<file path="src/rtl/maze_step_ctrl.sv">
// Depth-first maze search controller: probes neighbours through the external
// next-position stage, marks visited cells in maze RAM and backtracks via an internal stack.
module maze_step_ctrl #(
  parameter int W        = 4,
  parameter int DEPTH    = 64,
  parameter int GOAL_ROW = 15,
  parameter int GOAL_COL = 15,
  localparam int SPW     = $clog2(DEPTH + 1)
) (
  input  logic           clk,
  input  logic           rst,
  input  logic           start,
  output logic [W-1:0]   row,
  output logic [W-1:0]   colomn,
  output logic [1:0]     temp,
  output logic           return_ornot,
  input  logic [W-1:0]   u_row,
  input  logic [W-1:0]   u_colomn,
  input  logic           blocked,
  output logic [W-1:0]   mem_row,
  output logic [W-1:0]   mem_col,
  output logic           mem_we,
  input  logic           dout,
  output logic           busy,
  output logic           done,
  output logic           fail,
  output logic [SPW-1:0] sp
);

  localparam int             AW      = (DEPTH > 1) ? $clog2(DEPTH) : 1;
  localparam logic [W-1:0]   GOAL_R  = W'(GOAL_ROW);
  localparam logic [W-1:0]   GOAL_C  = W'(GOAL_COL);
  localparam logic [SPW-1:0] SP_FULL = SPW'(DEPTH);

  typedef enum logic [3:0] {
    S_IDLE, S_INIT, S_PROBE, S_READ, S_EVAL, S_NEXTD, S_BACK, S_DONE, S_FAIL
  } state_t;

  state_t state, state_nxt;

  logic             at_edge, stack_full, stack_empty, cand_goal, push, pop;
  logic [AW-1:0]    push_idx, pop_idx;
  logic [SPW-1:0]   sp_dec;
  logic [2*W+1:0]   stack [DEPTH];
  logic [2*W+1:0]   top;
  logic             unused_blocked;

  // The next-position stage computes its own blocked flag; the edge check here supersedes it.
  assign unused_blocked = blocked;

  // mem_row/mem_col double as the candidate cell between PROBE and EVAL.
  assign stack_full  = (sp == SP_FULL);
  assign stack_empty = (sp == '0);
  assign cand_goal   = (mem_row == GOAL_R) && (mem_col == GOAL_C);
  assign push        = (state == S_EVAL) && !dout && !stack_full;
  assign pop         = (state == S_BACK) && !stack_empty;
  assign sp_dec      = sp - SPW'(1);
  assign push_idx    = sp[AW-1:0];
  assign pop_idx     = sp_dec[AW-1:0];
  assign top         = stack[pop_idx];

  always_comb begin
    at_edge = 1'b0;
    unique case (temp)
      2'd0: at_edge = (colomn == '1);
      2'd1: at_edge = (row == '1);
      2'd2: at_edge = (row == '0);
      2'd3: at_edge = (colomn == '0);
      default: at_edge = 1'b0;
    endcase
  end

  always_ff @(posedge clk) begin
    if (rst) state <= S_IDLE;
    else     state <= state_nxt;
  end

  always_comb begin
    // NOTE: default first so every path assigns the signal and no latch is inferred.
    state_nxt = state;
    unique case (state)
      S_IDLE, S_DONE, S_FAIL: if (start) state_nxt = S_INIT;
      S_INIT:  state_nxt = (GOAL_R == '0 && GOAL_C == '0) ? S_DONE : S_PROBE;
      S_PROBE: state_nxt = at_edge ? S_NEXTD : S_READ;
      S_READ:  state_nxt = S_EVAL;
      S_EVAL: begin
        if (dout)            state_nxt = S_NEXTD;
        else if (stack_full) state_nxt = S_FAIL;
        else if (cand_goal)  state_nxt = S_DONE;
        else                 state_nxt = S_PROBE;
      end
      S_NEXTD: state_nxt = (temp == 2'd3) ? S_BACK : S_PROBE;
      S_BACK:  state_nxt = stack_empty ? S_FAIL : S_NEXTD;
      default: state_nxt = S_IDLE;
    endcase
  end

  always_comb begin
    busy         = 1'b0;
    return_ornot = 1'b0;
    mem_we       = 1'b0;
    done         = 1'b0;
    fail         = 1'b0;
    unique case (state)
      S_IDLE:  ;
      S_DONE:  done = 1'b1;
      S_FAIL:  fail = 1'b1;
      S_INIT: begin
        busy   = 1'b1;
        mem_we = 1'b1;
      end
      S_EVAL: begin
        busy   = 1'b1;
        mem_we = push;
      end
      S_BACK: begin
        busy         = 1'b1;
        return_ornot = 1'b1;
      end
      default: busy = 1'b1;
    endcase
  end

  // NOTE: sequential state uses non-blocking assignments so all registers update together.
  always_ff @(posedge clk) begin
    if (rst) begin
      row     <= '0;
      colomn  <= '0;
      temp    <= '0;
      mem_row <= '0;
      mem_col <= '0;
      sp      <= '0;
    end else begin
      unique case (state)
        S_IDLE, S_DONE, S_FAIL: begin
          if (start) begin
            row     <= '0;
            colomn  <= '0;
            temp    <= '0;
            mem_row <= '0;
            mem_col <= '0;
            sp      <= '0;
          end
        end
        S_PROBE: begin
          if (!at_edge) begin
            mem_row <= u_row;
            mem_col <= u_colomn;
          end
        end
        S_EVAL: begin
          if (push) begin
            sp     <= sp + SPW'(1);
            row    <= mem_row;
            colomn <= mem_col;
            temp   <= '0;
          end
        end
        S_NEXTD: if (temp != 2'd3) temp <= temp + 2'd1;
        S_BACK: begin
          if (pop) begin
            {row, colomn, temp} <= top;
            sp                  <= sp_dec;
          end
        end
        default: ;
      endcase
    end
  end

  // NOTE: stack storage has no reset; sp alone decides which entries are meaningful.
  always_ff @(posedge clk) begin
    if (push) stack[push_idx] <= {row, colomn, temp};
  end

endmodule

</file>
<file path="config.mk">
export PLATFORM = sky130hd
export DESIGN_NAME = maze_step_ctrl
export DESIGN_NICKNAME = d
export VERILOG_FILES = /design/src/rtl/maze_step_ctrl.sv
export SDC_FILE = /design/constraint.sdc
export NUM_CORES = 1
export LEC_CHECK = 0
export BUFFER_PORTS_ARGS = -buffer_cell sky130_fd_sc_hd__buf_2
export CORE_ASPECT_RATIO = 0.8
export CORE_MARGIN = 2
export CORE_UTILIZATION = 41
export CTS_CLUSTER_SIZE = 40
export DETAILED_ROUTE_END_ITERATION = 8
export PLACE_DENSITY = 0.58
export SLEW_MARGIN = 20
export SYNTH_ARGS = -nofsm -noshare
export SYNTH_HDL_FRONTEND = slang
export SYNTH_SLANG_ARGS = --single-unit
</file>
<file path="constraint.sdc">
create_clock -name clk -period 3.48 [get_ports clk]
set_input_delay 1.044 -clock clk [delete_from_list [all_inputs] [get_ports clk]]
set_output_delay 1.044 -clock clk [all_outputs]
set_load 0.005 [all_outputs]
</file>
==> results of run 1 <==
worst max-delay path: stages, from the launching register on:
cell and delay [ns]:
dfxtp_4 0.38, clkinv_1 0.15, ha_4 0.24, nand3b_1 0.12, nor2_1 0.08, nor3_2 0.20, inv_2 0.08, o31ai_1 0.14
buf_2 0.22
where the power goes:
| group | leakage [nW] | internal (mW) | total (mW) | switching [mW] |
|---|---|---|---|---|
| clock network | 1.07 | 4.23 | 7.21 | 2.98 |
| logic | 2.77 | 0.597 | 2.43 | 1.83 |
| registers | 6.25 | 9.61 | 9.84 | 0.227 |
flip-flops by register name, summed over array words and instances (netlist names):
name / cells
state: 4
colomn: 4
row: 4
mem_row: 4
temp: 2
mem_col: 4
sp: 7
stack: 640
worst min-delay path by stage:
stage | from | endpoint | slack (ns) | cells after the start
after global routing | mem_col[1]$_SDFFE_PP0P_ | mem_col[1]$_SDFFE_PP0P_ | 0.53 | 2
final | mem_col[1]$_SDFFE_PP0P_ | mem_col[1]$_SDFFE_PP0P_ | 0.52 | 2
after global placement | mem_col[1]$_SDFFE_PP0P_ | mem_col[1]$_SDFFE_PP0P_ | 0.50 | 2
after detailed placement | mem_row[0]$_SDFFE_PP0P_ | mem_row[0]$_SDFFE_PP0P_ | 0.51 | 2
after floorplan | mem_col[2]$_SDFFE_PP0P_ | mem_col[2]$_SDFFE_PP0P_ | 0.47 | 2
after CTS | mem_row[0]$_SDFFE_PP0P_ | mem_row[0]$_SDFFE_PP0P_ | 0.52 | 2
per-layer routing:
| layer | vias to the layer above | part of all wire, % |
|---|---|---|
| li1 | 6076 | - |
| met1 | 7444 | 45 |
| met2 | 496 | 45 |
| met3 | 80 | 8.3 |
| met4 | 0 | 1.9 |
| met5 | - | 0 |
repair_timing:
action	CTS	global route
setup endpoints to repair	0	1
gates resized for setup	0	2
hold endpoints to repair	0	0
buffers inserted	0	0
cell families after synthesis:
kind of cell | count (synthesis) | share of synthesized area (%)
AO/OA/AOI/OAI | 116 | 3.004
flip-flops | 669 | 74.04
XOR/XNOR | 12 | 0.4492
adder cells (fa/ha/maj) | 5 | 0.2339
buffers and inverters | 94 | 2.035
multiplexers | 180 | 14.38
AND/OR/NAND/NOR | 348 | 5.862
metrics by stage:
step | std cells | hold WS [ns] | worst slack [ns] | power (mW)
after floorplan | 1424 | 0.4733 | -0.05689 | 11.22
after global placement | 2364 | 0.5031 | 0.3081 | 12.37
after detailed placement | 2364 | 0.5150 | 0.3256 | 12.45
after CTS | 2484 | 0.5239 | 0.09856 | 19.64
after global routing | 2484 | 0.5312 | 0.01715 | 20.13
final | 2484 | 0.5158 | 0.2046 | 19.48
area by class of cell:
cell class	count	share of cell area [%]
clock buffers	84	5.923
inverters	10	0.1218
clock inverters	36	1.120
flip-flops and latches	669	64.29
well taps	850	3.451
multi-input cells	661	20.90
repair buffers	174	4.189
cell usage in the layout (no fill, tap or decap), types with 3 or more instances in the layout:
master and n:
mux2_2 3, xnor2_1 5, o21bai_1 5, nor3_1 9, inv_1 8, edfxtp_1 640
xor2_1 3, a32oi_1 12, clkinv_1 14, mux2i_1 14, and3_1 3, nand4_1 25
buf_12 7, a21oi_1 35, buf_2 41, bufinv_16 7, clkinv_2 14, nand2_1 144
clkbuf_1 13, ha_1 4, a31oi_1 8, a22oi_1 9, buf_4 126, mux4_2 163
dfxtp_1 17, a311oi_1 3, o21ai_0 14, nor2_1 93, nor2b_1 4, nor2_2 3
nand3_1 43, or3_1 4, dfxtp_2 11, clkbuf_16 71, o2111ai_1 9
==> metrics.md, run 1 <==
| Metric | Value |
|---|---|
| Status | `completed` |
| GRT Residual Overflow | `0` |
| First-pass GRT wire length | `96680 um` |
| Post-DP HPWL | `41850 um` |
| Nets | `1600` |
| P_leak | `10.08 nW` |
| Final Cell Area | `30820 sq um` |
| Setup tns final | `0 ns` |
| Layout Utilization | `47.87%` |
| Crit end category | `output pin` |
| Mapped Cells | `1424` |
| Initial core utilization | `41.53%` |
| Routed Antenna Nets | `0` |
| Die Y-Extent | `232.4 um` |
| CTS tree | `built` |
| Starting DRT DRC Count | `1835` |
| GR peak layer | `met1` |
| Top-area cell type share of the netlist area | `71.87%` |
| Row count | `83` |
| WP data arrival | `2.23 ns` |
| HP Class | `register to register` |
| Syn_nets | `1442` |
| Vias/cell | `5.675` |
| Sink Count | `669` |
| EDFF count, synth | `640` |
| Die W | `289.5 um` |
| Clock root buffer master | `clkbuf_16` |
| Clock transition at path regs | `0.07 ns` |
| Ys async rst share | `0%` |
| Boundary Pins | `43` |
| Total Routed Length | `66590 um` |
| Power Dens Cells | `632.0 nW/um^2` |
| Setup crit end | `mem_we` |
| Vias in the first global route | `13890` |
| Die area | `67300 sq um` |
| Final worst-path cycle share | `94.12%` |
| Diodes inserted | `0` |
| Fillers | `5371` |
| Mean post-synth cell area | `18.78 sq um` |
| CP Launch Point | `sp[0]$_SDFFE_PP0P_` |
| Storage cell area | `19820 sq um` |
| Final setup fails | `0` |
| Final Max Tran Viols | `0` |
| Top_reg_cell synth | `edfxtp_1` |
| RR Endpoint | `colomn[0]$_SDFFE_PP0P_` |
| Worst-Margin Slew | `0.9827 ns` |
| Final GP Congestion | `0.8304` |
| Final Hold Viols | `0` |
| Clock Latency Late Sink | `0.60 ns` |
| Cell taking the most area after synthesis | `edfxtp_1` |
| Multi-input logic area | `6442 sq um` |
| CP Launch Type | `register` |
| Post-CTS Hold Fix Bufs | `0` |
| Startpoint of the worst register-to-register path | `sp[0]$_SDFFE_PP0P_` |
| GRT Util Overall | `20.11%` |
| IR drop worst, VDD | `0.0003523 V` |
| Vias | `14100` |
| Met1 Track Usage GR | `30.52%` |
| Post-synthesis sequential area ratio | `74.04%` |
| CP required | `2.44 ns` |
| Final Skew | `0.02676 ns` |
| CP Class | `register to output pin` |
| First-pass iteration count of the detailed router | `6` |
| Drt wl/cell | `26.81 um` |
| CTS buffer count | `66` |
| Core region area | `64390 sq um` |
| Worst reg2reg path depth | `8` |
| Slew margin rel. | `34.42%` |
| R2r setup slk | `0.39 ns` |
| Placed inst area | `28650 sq um` |
| RSZ-0062 raised after global routing | `no` |
| Initial antenna violation count | `0` |
| Minimum clock period | `3.275 ns` |
| Synth area leaders | `edfxtp_1, mux4_2, dfxtp_1` |
| Max Clk Rate | `305.3 MHz` |
| Synth cell count leaders | `edfxtp_1, mux4_2, nand2_1` |
| CTS Buffer Depth | `3` |
| DRC violations left | `0` |
| Largest net degree at the start of global routing | `81` |
| Yosys cell types | `66` |
| Synth Warn # | `0` |
| Met2 usage | `29.53%` |
| Number of synthesized register bits | `669` |
| Post-synthesis cell area | `26740 sq um` |
| Count leader, synth | `edfxtp_1` |
| CTS H-tree lvls | `3` |
| Max-Cap Viols | `0` |
| Met3 Use GR | `4.745%` |
| Area Overhead vs Synth | `15.26%` |
| Layout cells sized above 1 | `28.70%` |
| Max FO, Critical Path | `5` |
| Buffers added on ports | `41` |
No activity file was read; power rests on OpenSTA's default activity.
==> run 2, diff against run 1 <==
- PLACE_DENSITY: 0.58 -> 0.56
- clock period: 3.48 -> 3.3 ns (I/O delays scaled with it)
==> run 2 against run 1 <==
Global-route usage increased by 0.83 points. Setup slack better by 0.011 ns. Core utilization shrank 0.20 points. Register-to-register slack got worse by 0.17 ns. Largest power group unchanged.
==> metrics.md, run 2 (same netlist as run 1, synthesis figures left out) <==
| Metric | Value |
|---|---|
| Starting DRT DRC Count | `1569 (was 1835)` |
| Commonest non-fill, non-tap cell in the layout | `edfxtp_1 (unchanged)` |
| Max-Cap Viols | `0 (unchanged)` |
| First-pass iteration count of the detailed router | `5 (was 6)` |
| Vias in the first global route | `14200 (was 13890)` |
| Resized cells post-CTS | `0 (unchanged)` |
| Clock root buffer master | `clkbuf_16 (unchanged)` |
| Core region area | `64390 sq um (unchanged)` |
| Final Max Tran Viols | `0 (unchanged)` |
| Slew margin rel. | `31.08% (was 34.42%)` |
| Most frequent cells in the layout | `edfxtp_1, mux4_2, nand2_1 (unchanged)` |
| Initial core utilization | `41.53% (unchanged)` |
| Die Y-Extent | `232.4 um (unchanged)` |
| CP required | `2.31 ns (was 2.44 ns)` |
| First-pass GRT wire length | `100600 um (was 96680 um)` |
| Critical path depth | `8 (unchanged)` |
| Post-route insts no fill | `2475 (was 2484)` |
| Die W | `289.5 um (unchanged)` |
| Hold path depth | `2 (unchanged)` |
| Largest net degree at the start of global routing | `70 (was 81)` |
| CP cell instances | `clkinv_1 -> ha_4 -> nand3b_1 -> nor2_1 -> nor3_2 -> inv_2 -> o31ai_1 -> buf_2 (unchanged)` |
| Layout cells sized above 1 | `29.23% (was 28.70%)` |
| CTS Buffer Depth | `3 (unchanged)` |
| Sw Share | `26.24% (was 25.85%)` |
| Power share of the sequential group | `51.9% (was 50.5%)` |
| Status | `completed (unchanged)` |
| Routed Antenna Nets | `0 (unchanged)` |
| Final GP Congestion | `0.9313 (was 0.8304)` |
| CP Buf/Inv Count | `3 (unchanged)` |
| Boundary Pins | `43 (unchanged)` |
| Final Skew | `0.02181 ns (was 0.02676 ns)` |
| Post-DP HPWL | `43330 um (was 41850 um)` |
| CTS tree | `built (unchanged)` |
| Power Internal | `14.87 mW (was 14.44 mW)` |
| Total power | `20.17 mW (was 19.48 mW)` |
| Final Hold Viols | `0 (unchanged)` |
| Initial antenna violation count | `2 (was 0)` |
| WP data arrival | `2.09 ns (was 2.23 ns)` |
| Final worst-path cycle share | `93.45%` |
| Gate power share | `12.4% (was 12.5%)` |
| PnR worst setup slack | `0.2161 ns (was 0.2046 ns)` |
| Family with the most delay on the worst path | `flip-flops (was buffers and inverters)` |
| Clock Latency Late Sink | `0.60 ns (about the same)` |
| CTS buffer count | `67 (was 66)` |
| Max Clk Rate | `324.3 MHz` |
| Max FO, Critical Path | `5 (unchanged)` |
| Crit end category | `output pin (unchanged)` |
| Nets | `1599 (was 1600)` |
| Worst reg2reg path depth | `9 (was 8)` |
| Area Overhead vs Synth | `14.78% (was 15.26%)` |
| Worst hold margin | `0.4972 ns (was 0.5158 ns)` |
| Sink Count | `669 (unchanged)` |
| GRT Util Overall | `20.94% (was 20.11%)` |
| CTS H-tree lvls | `3 (unchanged)` |
| Drt wl/cell | `27.77 um (was 26.81 um)` |
| Row count | `83 (unchanged)` |
| Switching Power | `5.291 mW (was 5.035 mW)` |
| CP Class | `register to output pin (unchanged)` |
| Worst-Margin Slew | `1.033 ns (was 0.9827 ns)` |
| Minimum clock period | `3.084 ns` |
| Buffers added on ports | `41 (unchanged)` |
| Clk pwr share | `35.7% (was 37.0%)` |
| IR drop worst, VDD | `0.0004025 V (was 0.0003523 V)` |
| RSZ-0062 raised after global routing | `no (unchanged)` |
| Power Dens Cells | `657.0 nW/um^2 (was 632.0 nW/um^2)` |
| Total Routed Length | `68730 um (was 66590 um)` |
| Vias | `14270 (was 14100)` |
| CP Launch Type | `register (unchanged)` |
| Final setup fails | `0 (unchanged)` |
| Vias/cell | `5.765 (was 5.675)` |
| HP Class | `register to register (unchanged)` |
| Biggest regs | `stack: 640 flops, sp: 7 flops (unchanged)` |
| DRC violations left | `0 (unchanged)` |
| Most flops, register | `stack (unchanged)` |
| Post-CTS Setup Inserts | `0 (unchanged)` |
| GRT Residual Overflow | `0 (unchanged)` |
| Largest stage delay, worst path | `0.39 ns (was 0.38 ns)` |
| Diodes inserted | `0 (unchanged)` |
| Clock transition at path regs | `0.06 ns (was 0.07 ns)` |
| Cells after DPL | `2362 (was 2364)` |
| P_leak | `9.995 nW (was 10.08 nW)` |
| Setup tns final | `0 ns (unchanged)` |
| Slowest cell on the critical path | `dfxtp_4 (unchanged)` |
| Setup WS pre-CTS | `0.1999 ns (was 0.3256 ns)` |
| Die area | `67300 sq um (unchanged)` |
| Max FFs per register | `640 (unchanged)` |
| Post-CTS Hold Fix Bufs | `0 (unchanged)` |
[run 2: cell count changes in the layout (fill, tap and decap cells not counted), sizes merged]
| cell | delta |
|---|---|
| bufinv | -4 |
| clkinv | -3 |
| buf | -2 |
| clkbuf | +2 |
| clkinvlp | -1 |
| inv | -1 |
[run 2: per-layer routing]
metal / wire length (um) / track usage, % / vias up
li1: - / - / 6072
met1: 31250 / 31.64 / 7549
met2: 30220 / 30.27 / 527
met3: 5422 / 5.029 / 119
met4: 1823 / 5.946 / 2
met5: 12 / 0 / -
[run 2: path summary, 6_finish.rpt]
path / startpoint / to / slack (ns)
worst max-delay path: sp[0]$_SDFFE_PP0P_ / mem_we / 0.22
worst min-delay path: colomn[0]$_SDFFE_PP0P_ / colomn[0]$_SDFFE_PP0P_ / 0.50
worst max register to register: sp[0]$_SDFFE_PP0P_ / colomn[0]$_SDFFE_PP0P_ / 0.22
worst min register to register: colomn[0]$_SDFFE_PP0P_ / colomn[0]$_SDFFE_PP0P_ / 0.50
[run 2: power by group through the flow]
stage / registers (mW) / clock network, mW / logic (mW)
final: 10.5 / 7.19 / 2.51
after detailed placement: 10.7 / 0 / 2.49
after floorplan: 10.8 / 0 / 1.04
after CTS: 10.5 / 7.34 / 2.49
after global routing: 10.5 / 7.68 / 2.69
after global placement: 10.6 / 0 / 2.43
[run 2: layout make-up]
type	instances	area [sq um]
clock inverters	27	209.0
well taps	850	1064
clock buffers	86	1812
inverters	10	37.54
repair buffers	172	1276
multi-input cells	661	6480
fillers	5390	33690
flip-flops and latches	669	19820
[run 2: worst min-delay path, delay by kind of cell (launching register included)]
family,cells,cell delay (ns)
and+or+nand+nor,1,0.07
DFF,1,0.34
AOI/OAI and AO/OA,1,0.05
[run 2: per-stage QoR]
| step | util [%] | cell area (sq um) |
|---|---|---|
| 2_1_floorplan | - | 26780 |
| 3_3_place_gp | 44.53 | 28670 |
| 3_5_place_dp | 44.53 | 28670 |
| 4_1_cts | 47.67 | 30690 |
| 5_1_grt | 47.67 | 30690 |
| 6_report | 47.67 | 30690 |
